File: config.mk
export PLATFORM = sky130hd
export DESIGN_NAME = noc_inport_handshake_adapter_flat
export DESIGN_NICKNAME = d
export VERILOG_FILES = /design/src/rtl/noc_inport_handshake_adapter_pkg.sv /design/src/rtl/noc_inport_handshake_adapter_if.sv /design/src/rtl/noc_inport_handshake_adapter.sv /design/src/flat_wrapper.sv
export SDC_FILE = /design/constraint.sdc
export NUM_CORES = 1
export LEC_CHECK = 0
export BUFFER_PORTS_ARGS = -buffer_cell sky130_fd_sc_hd__buf_2
export CORE_ASPECT_RATIO = 0.7
export CORE_MARGIN = 5
export CORE_UTILIZATION = 40
export DETAILED_ROUTE_END_ITERATION = 16
export GPL_TIMING_DRIVEN = 0
export SYNTH_ARGS = -nofsm -noshare
export SYNTH_HDL_FRONTEND = slang
export SYNTH_SLANG_ARGS = --single-unit
File: constraint.sdc
create_clock -name clk -period 11 [get_ports clk]
set_input_delay 0.55 -clock clk [delete_from_list [all_inputs] [get_ports clk]]
set_output_delay 0.55 -clock clk [all_outputs]
set_load 0.02 [all_outputs]
File: src/rtl/noc_inport_handshake_adapter_pkg.sv
// Shared NoC definitions for the injection-side handshake adapter:
// occupancy encodings, the FIFO read latency, and the read-issue rule.
package noc_inport_handshake_adapter_pkg;

  typedef enum logic [1:0] {
    OCC_EMPTY = 2'd0,
    OCC_ONE   = 2'd1,
    OCC_TWO   = 2'd2
  } occ_state_e;

  // Standard-mode native FIFO: dout is valid one cycle after rd_en.
  localparam int unsigned FIFO_RD_LAT = 1;

  // A new read may be issued only if, after this cycle's accept, the stored
  // flits plus the one already in flight leave room for one more arrival.
  function automatic logic rd_permitted(occ_state_e occ, logic inflight, logic accept);
    logic [2:0] load;
    load = {1'b0, occ} + {2'b00, inflight} - {2'b00, accept};
    return (load <= 3'd1);
  endfunction

endpackage

File: src/rtl/noc_inport_handshake_adapter_if.sv
// FIFO-read / NoC-local-input signal bundle. The slave view is the adapter.
interface noc_inport_handshake_adapter_if #(
  parameter int DataWidth = 64
);

  logic [DataWidth-1:0] fifo_data_i;
  logic                 fifo_empty_i;
  logic                 fifo_rd_en_o;
  logic [DataWidth-1:0] data_o;
  logic                 data_valid_o;
  logic                 avail_i;
  logic                 idle_o;

  modport slave (
    input  fifo_data_i, fifo_empty_i, avail_i,
    output fifo_rd_en_o, data_o, data_valid_o, idle_o
  );

  modport master (
    output fifo_data_i, fifo_empty_i, avail_i,
    input  fifo_rd_en_o, data_o, data_valid_o, idle_o
  );

endinterface

File: src/rtl/noc_inport_handshake_adapter.sv
// Drains a latency-1 native FIFO into a NoC local input port. A head/skid
// pair absorbs the word already in flight when avail drops, so flits are
// never lost or duplicated and full rate is kept while avail stays high.
module noc_inport_handshake_adapter
  import noc_inport_handshake_adapter_pkg::*;
#(
  parameter int DataWidth = 64
) (
  input logic clk,
  input logic rst,
  noc_inport_handshake_adapter_if.slave bus
);

  occ_state_e           occ_q;
  logic                 inflight_p0;
  logic [DataWidth-1:0] head_p1;
  logic [DataWidth-1:0] skid_p1;
  logic                 vld_p1;
  logic                 accept;
  logic                 arrival;
  logic                 rd_en;

  assign vld_p1  = (occ_q != OCC_EMPTY);
  assign accept  = vld_p1 & bus.avail_i;
  assign arrival = inflight_p0;
  assign rd_en   = ~rst & ~bus.fifo_empty_i & rd_permitted(occ_q, inflight_p0, accept);

  assign bus.fifo_rd_en_o = rd_en;
  assign bus.data_o       = head_p1;
  assign bus.data_valid_o = vld_p1;
  assign bus.idle_o       = (occ_q == OCC_EMPTY) & ~inflight_p0;

  // Occupancy FSM and in-flight tracking (stage p0: read issued, data at FIFO dout)
  always_ff @(posedge clk or posedge rst) begin
    if (rst) begin
      occ_q       <= OCC_EMPTY;
      inflight_p0 <= 1'b0;
    end else begin
      inflight_p0 <= rd_en;
      case (occ_q)
        OCC_EMPTY: if (arrival) occ_q <= OCC_ONE;
        OCC_ONE: begin
          if (accept && !arrival)      occ_q <= OCC_EMPTY;
          else if (!accept && arrival) occ_q <= OCC_TWO;
        end
        OCC_TWO:   if (accept) occ_q <= OCC_ONE;
        default:   occ_q <= OCC_EMPTY;
      endcase
    end
  end

  // Head/skid data routing (stage p1: stored flits); data is not reset
  always_ff @(posedge clk) begin
    case (occ_q)
      OCC_EMPTY: if (arrival) head_p1 <= bus.fifo_data_i;
      OCC_ONE: begin
        if (arrival) begin
          if (accept) head_p1 <= bus.fifo_data_i;
          else        skid_p1 <= bus.fifo_data_i;
        end
      end
      OCC_TWO:   if (accept) head_p1 <= skid_p1;
      default: ;
    endcase
  end

  // The read rule must keep arrivals out of the full state.
  a_no_arrival_in_two: assert property (@(posedge clk) disable iff (rst)
    !((occ_q == OCC_TWO) && inflight_p0));

endmodule

File: src/flat_wrapper.sv
// flat-port wrapper written by rule: the top's interface ports become plain ports
module noc_inport_handshake_adapter_flat import noc_inport_handshake_adapter_pkg::*;
#(
  parameter int DataWidth = 64
)
  (clk, rst, bus_fifo_data_i, bus_fifo_empty_i, bus_avail_i, bus_fifo_rd_en_o, bus_data_o, bus_data_valid_o, bus_idle_o);
  noc_inport_handshake_adapter_if #(.DataWidth(DataWidth)) bus_i ();
  input logic clk;
  input logic rst;
  input wire logic [$bits(bus_i.fifo_data_i)-1:0] bus_fifo_data_i;
  input wire logic [$bits(bus_i.fifo_empty_i)-1:0] bus_fifo_empty_i;
  input wire logic [$bits(bus_i.avail_i)-1:0] bus_avail_i;
  output wire logic [$bits(bus_i.fifo_rd_en_o)-1:0] bus_fifo_rd_en_o;
  output wire logic [$bits(bus_i.data_o)-1:0] bus_data_o;
  output wire logic [$bits(bus_i.data_valid_o)-1:0] bus_data_valid_o;
  output wire logic [$bits(bus_i.idle_o)-1:0] bus_idle_o;
  assign bus_i.fifo_data_i = bus_fifo_data_i;
  assign bus_i.fifo_empty_i = bus_fifo_empty_i;
  assign bus_i.avail_i = bus_avail_i;
  assign bus_fifo_rd_en_o = bus_i.fifo_rd_en_o;
  assign bus_data_o = bus_i.data_o;
  assign bus_data_valid_o = bus_i.data_valid_o;
  assign bus_idle_o = bus_i.idle_o;
  noc_inport_handshake_adapter #(.DataWidth(DataWidth)) u_core (.clk(clk), .rst(rst), .bus(bus_i));
endmodule
## Yosys cells after proc, flatten, opt, wreduce, memory -nomap -nowiden

Cells that the tools add are included.

| operators by class | value |
|---|---|
| shifts and indexed selects | 0 |
| reduce and logical (&&, ||, !) cells | 10 |
| bitwise logic cells | 8 |
| magnitude comparators | 1 |
| multipliers | 0 |
| divide/modulo/power cells | 0 |
| $add $sub $neg | 2 |
| equality and inequality tests | 7 |
| multiplexer cells | 10 |

Operator list:

| kind | count |
|---|---|
| $mux 64 | 4 |
| $pmux 64 s3 | 1 |
| $mux 2 | 4 |
| $ne 2x1->1 const B | 4 |
| $pmux 2 s3 | 1 |
| $reduce_and 3->1 | 2 |
| $reduce_and 5->1 | 1 |
| $and 1x1->1 | 4 |
| $not 1->1 | 4 |
| $add 2x1->3 | 1 |
| $le 3x1->1 const B | 1 |
| $ne 3x1->1 const B | 1 |
| $reduce_bool 3->1 | 1 |
| $sub 3x1->3 | 1 |
| $eq 2x1->1 const B | 1 |
| $eq 2x2->1 const B | 1 |
| $logic_and 1x1->1 | 2 |
| $logic_not 1->1 | 2 |
| $logic_not 2->1 | 1 |
| $reduce_bool 2->1 | 1 |

| word-level totals | value |
|---|---|
| memory bits (writable) | 0 |
| bits of input ports | 68 |
| ROM bits | 0 |
| latch bits | 0 |
| output and inout bits | 67 |
| flip-flop bits (word level) | 131 |
| memories kept | 0 |
| logic and storage cells | 42 |

## Depth between registers and ports, before layout

Gate-level depths: netlist (run 1).

| logic depth | value |
|---|---|
| depth after elaboration | 7 |
| gate-level depth with buffers | 7 |
| gate-level depth less buffers | 7 |

## Worst setup path before layout (run 1)

No wires, ideal clock.

| timing | value |
|---|---|
| path type | reg2reg |
| from | register u_core.occ_q[1] |
| to | register u_core.head_p1[0] (netlist: u_core.bus.data_o[0]), enable pin |
| path slack | 5.267 ns |
| stages on the path, launching flop included | 3 |
| period minus slack after synthesis | 5.733 ns |
| data required time | 10.426 ns |
| library setup time | 0.574 ns |
| data arrival time | 5.159 ns |
| buffers on the path | 0 |
| cells stage by stage | dfrtp_1 > nand2b_1 > o21ai_0 |

| between the ends | value |
|---|---|
| cells in the longest elaborated chain, start to end | 4 |
| elaborated cells between the ends (all ways) | 11 |
| those cells by class | eq/ne: 6; bitwise: 1; reduce/logical: 4 |

Ends and longest elaborated chain:

| what | line | text |
|---|---|---|
| start: declaration | noc_inport_handshake_adapter.sv:14 | `occ_state_e occ_q;` |
| start signal: assignment | noc_inport_handshake_adapter.sv:36 | `occ_q <= OCC_EMPTY;` |
| start signal: assignment | noc_inport_handshake_adapter.sv:41 | `OCC_EMPTY: if (arrival) occ_q <= OCC_ONE;` |
| start signal: assignment | noc_inport_handshake_adapter.sv:43 | `if (accept && !arrival) occ_q <= OCC_EMPTY;` |
| $reduce_bool 2->1 | noc_inport_handshake_adapter.sv:23 | `assign vld_p1 = (occ_q != OCC_EMPTY);` |
| $and 1x1->1 | noc_inport_handshake_adapter.sv:24 | `assign accept = vld_p1 & bus.avail_i;` |
| $ne 2x1->1 (no line) | n/a |  |
| $reduce_and 5->1 (no line) * | n/a |  |
| end signal: assignment | noc_inport_handshake_adapter.sv:55 | `OCC_EMPTY: if (arrival) head_p1 <= bus.fifo_data_i;` |
| end signal: assignment | noc_inport_handshake_adapter.sv:58 | `if (accept) head_p1 <= bus.fifo_data_i;` |
| end signal: assignment | noc_inport_handshake_adapter.sv:62 | `OCC_TWO: if (accept) head_p1 <= skid_p1;` |
| end: declaration | noc_inport_handshake_adapter.sv:16 | `logic [DataWidth-1:0] head_p1;` |

Mark *: on every way between the ends. The rest lies on a longest branch, timed or not.
A chain may end at the register's enable or synchronous reset.

## Worst setup path in the final report (run 1)

| timing | value |
|---|---|
| from | register u_core.occ_q[0] |
| to | output bus_fifo_rd_en_o |

| between the ends | value |
|---|---|
| cells in the longest elaborated chain, start to end | 5 |
| elaborated cells between the ends (all ways) | 6 |
| those cells by class | add/sub: 2; order compare: 1; bitwise: 2; reduce/logical: 1 |

Ends and longest elaborated chain:

| what | line | text |
|---|---|---|
| branches (longest 2 deep; another with $add 2x1->3) | n/a |  |
| $sub 3x1->3 * | noc_inport_handshake_adapter_pkg.sv:18 | `load = {1'b0, occ} + {2'b00, inflight} - {2'b00, accept};` |
| $le 3x1->1 * | noc_inport_handshake_adapter_pkg.sv:19 | `return (load <= 3'd1);` |
| $and 1x1->1 * | noc_inport_handshake_adapter.sv:26 | `assign rd_en = ~rst & ~bus.fifo_empty_i & rd_permitted(occ_q, inflight_p0, accept);` |
| end: declaration | flat_wrapper.sv:13 | `output wire logic [$bits(bus_i.fifo_rd_en_o)-1:0] bus_fifo_rd_en_o;` |

Every way passes the cells marked *.

==> results of run 1 <==
[layout make-up]
type	instances	area (um^2)
buffer	7	140
inverter	3	11.3
timing repair buffer	139	768
multi-input combinational	83	1110
fill	1025	5830
clock inverter	15	134
clock buffer	17	425
tap	162	203
sequential	131	3920
[registers in the layout (all words and copies together), names as in the netlist]
| register | flops |
|---|---|
| u_core.skid_p1 | 64 |
| u_core.arrival | 1 |
| u_core.bus.data_o | 64 |
| u_core.occ_q | 2 |
[logic make-up (layout without fill, tap and decap cells)]
group / after synthesis / count (layout)
fa+ha+maj: 2 / 2
flops: 131 / 131
buf+inv: 10 / 181
xor+xnor: 1 / 1
mux: 64 / 64
simple gates: 13 / 13
compound gates: 3 / 3
[path summary, 6_finish.rpt]
| kind | start | slack (ns) | endpoint |
|---|---|---|---|
| max | u_core.occ_q[0] | 7.91 | bus_fifo_rd_en_o |
| min | bus_fifo_empty_i | 0.31 | u_core.arrival |
| max reg2reg | u_core.occ_q[1] | 8.82 | u_core.bus.data_o[43] |
| min reg2reg | u_core.skid_p1[41] | 0.55 | u_core.bus.data_o[41] |
| max in group asynchronous | rst | 10.31 | u_core.occ_q[1] |
| min in group asynchronous | rst | 0.57 | u_core.arrival |
[power by group]
part           switching [uW]  internal, uW
combinational            94.8          75.8
clock                     215           312
sequential               12.0           595
[metal layers]
metal  up-vias  global-route usage, %
met1      1224                   15.7
li1       1207                      -
met4         2                   4.88
met2       104                   18.7
met3        10                   6.84
met5         -                      0
[per-stage QoR]
step / instances / worst slack, ns
floorplan: 224 / 5.27
global placement: 520 / 2.44
detailed placement: 524 / 8.21
CTS: 557 / 7.86
global route: 557 / 7.71
finish: 557 / 7.91
[critical path: stages, from the launching register on]
cell,delay [ns]
dfrtp_1,0.47
nand3b_1,0.31
nand2_1,0.13
ha_1,0.14
inv_1,0.05
fa_1,0.37
xor2_1,0.15
nor4b_1,0.30
buf_2,0.23
[cell usage after synthesis]
cell | number | area, um^2
inv_1 | 3 | 11.3
or2b_1 | 1 | 7.51
xor2_1 | 1 | 8.76
nand2b_1 | 2 | 12.5
nor2_1 | 2 | 7.51
o211ai_1 | 1 | 7.51
dfrtp_1 | 3 | 75.1
ha_1 | 1 | 12.5
nor2b_1 | 1 | 6.26
mux2_2 | 4 | 45.0
nor4b_1 | 1 | 8.76
nand3b_1 | 2 | 15.0
or2_2 | 1 | 6.26
o21ai_0 | 1 | 5.00
or4b_1 | 1 | 10.0
mux2_4 | 60 | 901
edfxtp_1 | 128 | 3840
nor2b_4 | 1 | 13.8
fa_1 | 1 | 20.0
buf_12 | 7 | 140
nand2_1 | 1 | 3.75
a21oi_1 | 1 | 5.00
==> metrics, run 1 <==
outcome complete, no violations; leakage power 0.00261 uW; Hold WS 0.308 ns; R2R depth 3; Post-CTS Setup Inserts 0; setup TNS 0 ns; layout overhead on the synthesized area 30.0%; RSZ-0062 raised after global routing false; post-layout util 53.5%; Routed wire per std cell 17.0 um; syn nets 294; warning count from the yosys run 0; die area 15300 um^2; Via density 4.57; Hold Path Stages 2; clk sink count 131; CTS tree built; H-tree levels 4; Tmin final 3.09 ns; Post-Synth Simple-Gate Area 1.77%; Mapped Area 5170 um^2; M1 WL 4220 um; First-pass DRT Iterations 6; period utilization 28.1%; most common cell after layout, fill and taps aside buf_2; first-pass GRT wire length 15000 um; initial drt markers 121; latest clock arrival within the worst-skew pair 0.40 ns; Pwr per Cell Area 194 nW/um^2; Inserted Clock Buffers 17; most frequent cells in the layout buf_2 (134), edfxtp_1 (128), mux2_4 (60), clkbuf_16 (17), buf_12 (10); vias 2547; GPL Wtd Cong 0.691; Clk pin slew, worst setup/hold paths 0.06 ns; max cap viols 0; Antenna Nets Post-Route 0; GRT Overall Usage 12.6%; total gr overflow 0; CTS hold repair buffers 1; largest net degree at the start of global routing 33; worst vdd ir 110 uV; XOR/XNOR share of the synthesized area 0.170%; met3 wire len 1040 um; die extent in x 146 um; synth unique cells 22; Seq/Total Area, Yosys 75.9%; flops & latches, synth 131; CP Capture Type output port; Final Hold Fails 0; Die H 105 um; Row Count 34; vias in the first global route 2843; fmax 324 MHz; required time of the critical path 10.45 ns; port buffer count 134; share of layout cells above drive strength 1 61.5%; initial core utilization 41.2%; design area 6720 um^2; CP max FO 8; Final Max Tran Viols 0; Placement Cell Area 6150 um^2; multiplexer share of the synthesized area 18.3%; largest family of logic cells by synthesized area multiplexers; io pins 135; skew final 0.00642 ns; critical path arrival 2.54 ns; Gate Count Post-Synth 224; final setup fails 0; Synth Area in Compound Gates 0.339%; initial antenna violation count 1; total power 1310 uW; Max-slew headroom 36.5%; met2 WL 4090 um; Worst Path Class, Setup reg2out; total wire length 9440 um; Worst Setup Start Kind flop; Clock Path Buffers 2; CTS resizes 0; DR top layer met5; HPWL after DPL 6490 um; Avg Cell Area, Syn 23.1 um^2; Post-route DRC 0; worst min-delay path category in2reg; Core ar. 12500 um^2; fin nets 452; clk root buf clkbuf_16; antenna diode count 0; slew of the pin with the lowest slew margin 0.948 ns; Post-Synth Adder-Cell Area 0.630%
(Power assumes the default switching activity.)
==> run 2, diff against run 1 <==
--- a/config.mk
+++ b/config.mk
@@ -5,12 +5,14 @@
 export SDC_FILE = /design/constraint.sdc
 export NUM_CORES = 1
 export LEC_CHECK = 0
+export ABC_AREA = 1
 export BUFFER_PORTS_ARGS = -buffer_cell sky130_fd_sc_hd__buf_2
 export CORE_ASPECT_RATIO = 0.7
 export CORE_MARGIN = 5
 export CORE_UTILIZATION = 40
 export DETAILED_ROUTE_END_ITERATION = 16
 export GPL_TIMING_DRIVEN = 0
+export PLACE_DENSITY = 0.66
 export SYNTH_ARGS = -nofsm -noshare
 export SYNTH_HDL_FRONTEND = slang
 export SYNTH_SLANG_ARGS = --single-unit
==> constraint.sdc (replaced) <==
create_clock -name clk -period 2.7 [get_ports clk]
set_input_delay 0.135 -clock clk [delete_from_list [all_inputs] [get_ports clk]]
set_output_delay 0.135 -clock clk [all_outputs]
set_load 0.02 [all_outputs]
==> metrics, run 2 <==
multi-input logic area 852 um^2; warning count from the yosys run 0; Final Max Tran Viols 0; Post-route DRC 0; Post-Synth Adder-Cell Area 0.667%; die area 14500 um^2; GRT Overall Usage 15.6%; count leader, synth nand2_1; flops & latches, synth 131; GPL Wtd Cong 0.697; max cap viols 0; Routed wire per std cell 14.7 um; Antenna Nets Post-Route 0; Most used DFF post-synth edfxtp_1; Pwr per Cell Area 1000 nW/um^2; first-pass GRT wire length 17200 um; total gr overflow 0; Core ar. 11800 um^2; Avg Cell Area, Syn 13.3 um^2; total wire length 11100 um; clk sink count 131; antenna diode count 0; Clk pin slew, worst setup/hold paths 0.05 ns; worst min-delay path category in2reg; fmax 387 MHz; Mapped Area 4880 um^2; top cells by count, synth nand2_1 (201), edfxtp_1 (128), buf_2 (8), inv_1 (7), nor2_1 (5); most frequent cells in the layout nand2_1 (201), buf_2 (141), edfxtp_1 (128), dlygate4sd3_1 (66), clkbuf_16 (17); Die H 102 um; post-layout util 60.1%; Clock Path Buffers 2; layout overhead on the synthesized area 45.5%; most common cell after layout, fill and taps aside nand2_1; clk root buf clkbuf_16; H-tree levels 4; latest clock arrival within the worst-skew pair 0.40 ns; Gate Count Post-Synth 367; XOR/XNOR share of the synthesized area 0.179%; post-synth top area share 78.8%; outcome complete, no violations; slew of the pin with the lowest slew margin 0.973 ns; Worst Path Class, Setup reg2out; HPWL after DPL 6960 um; Post-CTS Setup Inserts 0; Worst Setup Start Kind flop; skew final 0.0111 ns; number of synthesized flops with an enable pin 128; worst vdd ir 474 uV; initial drt markers 199; io pins 135; post-synthesis cell type with the largest combined area edfxtp_1; Via density 4.48; die extent in x 142 um; Tmin final 2.58 ns; fin nets 658; Final Hold Fails 0; CP Capture Type output port; period utilization 95.6%; register area 3920 um^2; reg2reg setup slack 0.58 ns; fillers 945; syn nets 437; Max-slew headroom 35.0%; largest net degree at the start of global routing 38; First-pass DRT Iterations 4; largest family of logic cells by synthesized area simple AND/OR/NAND/NOR gates; synth unique cells 17; vias 3396; Seq/Total Area, Yosys 80.3%; Synth Area in Compound Gates 0.205%; leakage power 0.00305 uW; initial antenna violation count 0; required time of the critical path 2.57 ns; vias in the first global route 3468; initial core utilization 41.3%; total power 7110 uW; port buffer count 134; Inserted Clock Buffers 17; final setup fails 0; CP max FO 10; share of layout cells above drive strength 1 30.6%; critical path arrival 2.45 ns; async set or reset register ratio after synthesis 2.29%; setup TNS 0 ns; Row Count 33; multiplexer share of the synthesized area 0%; Post-Synth Simple-Gate Area 16.2%; top cells by area, synth edfxtp_1 (79%), nand2_1 (15%), dfrtp_1 (1.5%); CTS tree built
## run 2: changes by cell type after synthesis, sizes merged, moves of 3 or more
cell   change
nor2       +3
inv        +6
buf        +6
mux2      -64
nand2    +201
## run 2: repair_timing
item,4_1_cts,5_1_grt
resized for setup,0,2
hold endpoints to repair,68,0
endpoints found under the setup margin,0,1
hold buffers,66,0
## run 2: path summary, 6_finish.rpt
path                                     from                     to  depth (start not counted)
max in group asynchronous                 rst        u_core.occ_q[1]                          3
min reg2reg                u_core.skid_p1[18]  u_core.bus.data_o[18]                          2
min in group asynchronous                 rst         u_core.arrival                          3
max                           u_core.occ_q[0]       bus_fifo_rd_en_o                         12
max reg2reg                   u_core.occ_q[1]     u_core.skid_p1[36]                          4
min                               bus_avail_i        u_core.occ_q[0]                          4
## run 2: kinds of logic after synthesis
kind of cell,count (synthesis)
simple gates,209
flops,131
buf+inv,22
compound gates,2
fa+ha+maj,2
xor+xnor,1
## run 2: layer usage
metal / part of all wire, % / GRT usage (%) / vias to the layer above / wire length, um
met1: 43 / 18.5 / 1609 / 4820
li1: - / - / 1672 / -
met3: 6.8 / 5.52 / 10 / 752
met4: 0.83 / 5.31 / 0 / 92
met5: 0 / 0 / - / 0
met2: 49 / 26.7 / 105 / 5470
## run 2: layout make-up
cell class                      count  area share, %
Buffer                             13           1.20
Clock buffer                       18           6.05
Clock inverter                     14           2.94
Inverter                            9          0.476
Multi-Input combinational cell    214           12.0
Sequential cell                   131           55.2
Tap cell                          157           2.77
Timing Repair Buffer              202           19.4
## run 2: worst max-delay path, stage by stage (launching register included)
cell     delay, ns
dfrtp_1       0.44
inv_2         0.09
nand2_2       0.08
buf_6         0.17
nor2_2        0.13
inv_1         0.05
nand2_1       0.06
ha_1          0.13
inv_1         0.04
fa_1          0.49
nand2_1       0.06
nor2_1        0.13
buf_4         0.17
## run 2: through the flow
step                      std cells  hold slack [ns]  area [um^2]  worst slack [ns]
after floorplan                 367           -0.111         4890             0.227
after global placement          658           0.0170         5750            -0.529
after detailed placement        660           0.0217         5790             0.490
after CTS                       758           0.0606         7090            0.0132
after global routing            758            0.107         7100           -0.0163
final                           758           0.0920         7100             0.118
## run 2: report_power, final
group	total [uW]	internal, uW	leakage, uW	switching [uW]
combinational	1730	539	0.00153	1190
sequential	2890	2780	0.00121	114
clock	2490	1640	0.000306	851
==> run 3, diff against run 2 <==
--- a/config.mk
+++ b/config.mk
@@ -9,10 +9,10 @@
 export BUFFER_PORTS_ARGS = -buffer_cell sky130_fd_sc_hd__buf_2
 export CORE_ASPECT_RATIO = 0.7
 export CORE_MARGIN = 5
-export CORE_UTILIZATION = 40
+export CORE_UTILIZATION = 45
 export DETAILED_ROUTE_END_ITERATION = 16
 export GPL_TIMING_DRIVEN = 0
-export PLACE_DENSITY = 0.66
+export PLACE_DENSITY = 0.73
 export SYNTH_ARGS = -nofsm -noshare
 export SYNTH_HDL_FRONTEND = slang
 export SYNTH_SLANG_ARGS = --single-unit
==> constraint.sdc (replaced) <==
create_clock -name clk -period 2.1 [get_ports clk]
set_input_delay 0.105 -clock clk [delete_from_list [all_inputs] [get_ports clk]]
set_output_delay 0.105 -clock clk [all_outputs]
set_load 0.02 [all_outputs]
==> metrics, run 3 (synthesis results as in run 2) <==
worst min-delay path category in2reg; clk sink count 131; RSZ-0062 raised after global routing true; Row Count 31; port buffer count 134; Worst Path Class, Setup reg2out; required time of the critical path 2.00 ns; skew final 0.0116 ns; GRT Overall Usage 18.2%; Bufs and invs on worst path 4; Core ar. 10500 um^2; Worst Setup Start Kind flop; outcome finished, violations left; Inserted Clock Buffers 17; initial drt markers 176; io pins 135; layout overhead on the synthesized area 45.7%; CP delay by family, top adder cells; CP max FO 3; Routed wire per std cell 15.9 um; first-pass GRT wire length 18100 um; clk root buf clkbuf_16; Flop pwr share 41.3%; Clock Path Buffers 2; post-layout util 67.9%; total wire length 11800 um; period utilization 114%; Hold WS 0.108 ns; Die H 97.1 um; CP startpoint u_core.occ_q[0]; leakage power 0.00305 uW; Pwr per Cell Area 1270 nW/um^2; Most Frequent Cell on Critical Path nand2_1; First-pass DRT Iterations 4; clock power share 32.0%; Max-slew headroom 44.0%; HPWL after DPL 6810 um; part of the power in combinational logic 26.7%; Final Max Tran Viols 0; max cap viols 0; most frequent cells in the layout nand2_1 (198), buf_2 (141), edfxtp_1 (128), dlygate4sd3_1 (66), clkbuf_16 (17); GPL Wtd Cong 0.769; crit-path cells inv_2 > buf_6 > nand2_4 > nand2_1 > nand2_1 > nand2_1 > ha_2 > inv_2 > fa_1 > nand2_1 > nor2_2 > buf_6; Crit Reg-Reg Startpoint u_core.occ_q[0]; slew of the pin with the lowest slew margin 0.839 ns; slowest stage delay, CP 0.52 ns; initial core utilization 46.6%; die area 13100 um^2; total gr overflow 0; H-tree levels 4; latest clock arrival within the worst-skew pair 0.41 ns; Max stage delay cell, worst path fa_1; fmax 417 MHz; Antenna Nets Post-Route 0; vias in the first global route 3612; vias 3428; most common cell after layout, fill and taps aside nand2_1; Clk pin slew, worst setup/hold paths 0.06 ns; die extent in x 134 um; setup TNS -0.297 ns; antenna diode count 0; Tmin final 2.40 ns; fin nets 669; share of layout cells above drive strength 1 32.9%; final setup fails 1; Final Hold Fails 0; Sw Share 31.5%; failing checks setup timing; worst vdd ir 865 uV; CP Capture Type output port; CTS tree built; critical path arrival 2.29 ns; Switch Pwr 2840 uW; initial antenna violation count 0; Via density 4.61; largest net degree at the start of global routing 34; final setup margin -0.297 ns; Post-route DRC 0; worst min-delay path startpoint bus_avail_i; Pint 6180 uW
-- run 3: changes by cell type in the layout (fill, tap and decap cells not counted), sizes merged --
cell / previous run / this run
inv: 11 / 8
clkinvlp: 2 / 5
buf: 149 / 156
bufinv: 5 / 3
clkinv: 5 / 9
nor2: 5 / 6
-- run 3: worst reg2reg max path, cell delays in order (launching register included) --
cell        delay (ns)
dfrtp_1           0.39
buf_4             0.13
buf_4             0.14
o21ai_0           0.36
nand2_4           0.19
clkinvlp_4        0.38
-- run 3: per-layer routing --
layer	vias to the layer above	routed length (um)	global-route usage, %
met3	10	813	6.11
met4	0	91	6.73
met5	-	0	0
li1	1702	-	-
met2	128	5940	30.0
met1	1588	5000	22.2
-- run 3: repair_timing --
action	4_1_cts	5_1_grt
gates cloned	2	2
gates resized for setup	9	9
hold endpoints to repair	123	0
endpoints found under the setup margin	98	66
hold buffers	66	0
pin swaps	1	9
buffers inserted	4	5
-- run 3: worst paths after layout --
| kind | slack (ns) | endpoint | cells after the start |
|---|---|---|---|
| worst max-delay path | -0.30 | bus_fifo_rd_en_o | 12 |
| worst min-delay path | 0.11 | u_core.occ_q[0] | 4 |
| worst max register to register | 0.15 | u_core.bus.data_o[25] | 5 |
| worst min register to register | 0.51 | u_core.bus.data_o[58] | 2 |
| max in group asynchronous | 1.81 | u_core.occ_q[1] | 3 |
| min in group asynchronous | 0.14 | u_core.arrival | 3 |
-- run 3: power groups by stage --
stage	clock, uW	combinational [uW]	sequential [uW]
2_1_floorplan	0	831	4280
3_3_place_gp	0	2040	3790
3_5_place_dp	0	2090	3800
4_1_cts	2930	2330	3730
5_1_grt	3060	2630	3760
6_report	2890	2410	3720
-- run 3: through the flow --
stage	worst slack (ns)	total power (uW)	area (um^2)	instances
3_3_place_gp	-0.599	5830	5730	633
5_1_grt	-0.386	9450	7110	743
2_1_floorplan	-0.00716	5110	4900	367
3_5_place_dp	-0.658	5900	5750	634
4_1_cts	-0.303	8990	7050	737
6_report	-0.297	9020	7110	743
-- run 3: area by class of cell --
cell class	count	area (um^2)
Tap cell	132	165
Fill cell	756	3360
Multi-Input combinational cell	215	891
Sequential cell	131	3920
Timing Repair inverter	3	22.5
Timing Repair Buffer	210	1430
Inverter	9	37.5
Clock inverter	13	143
Clock buffer	18	429
Buffer	12	73.8
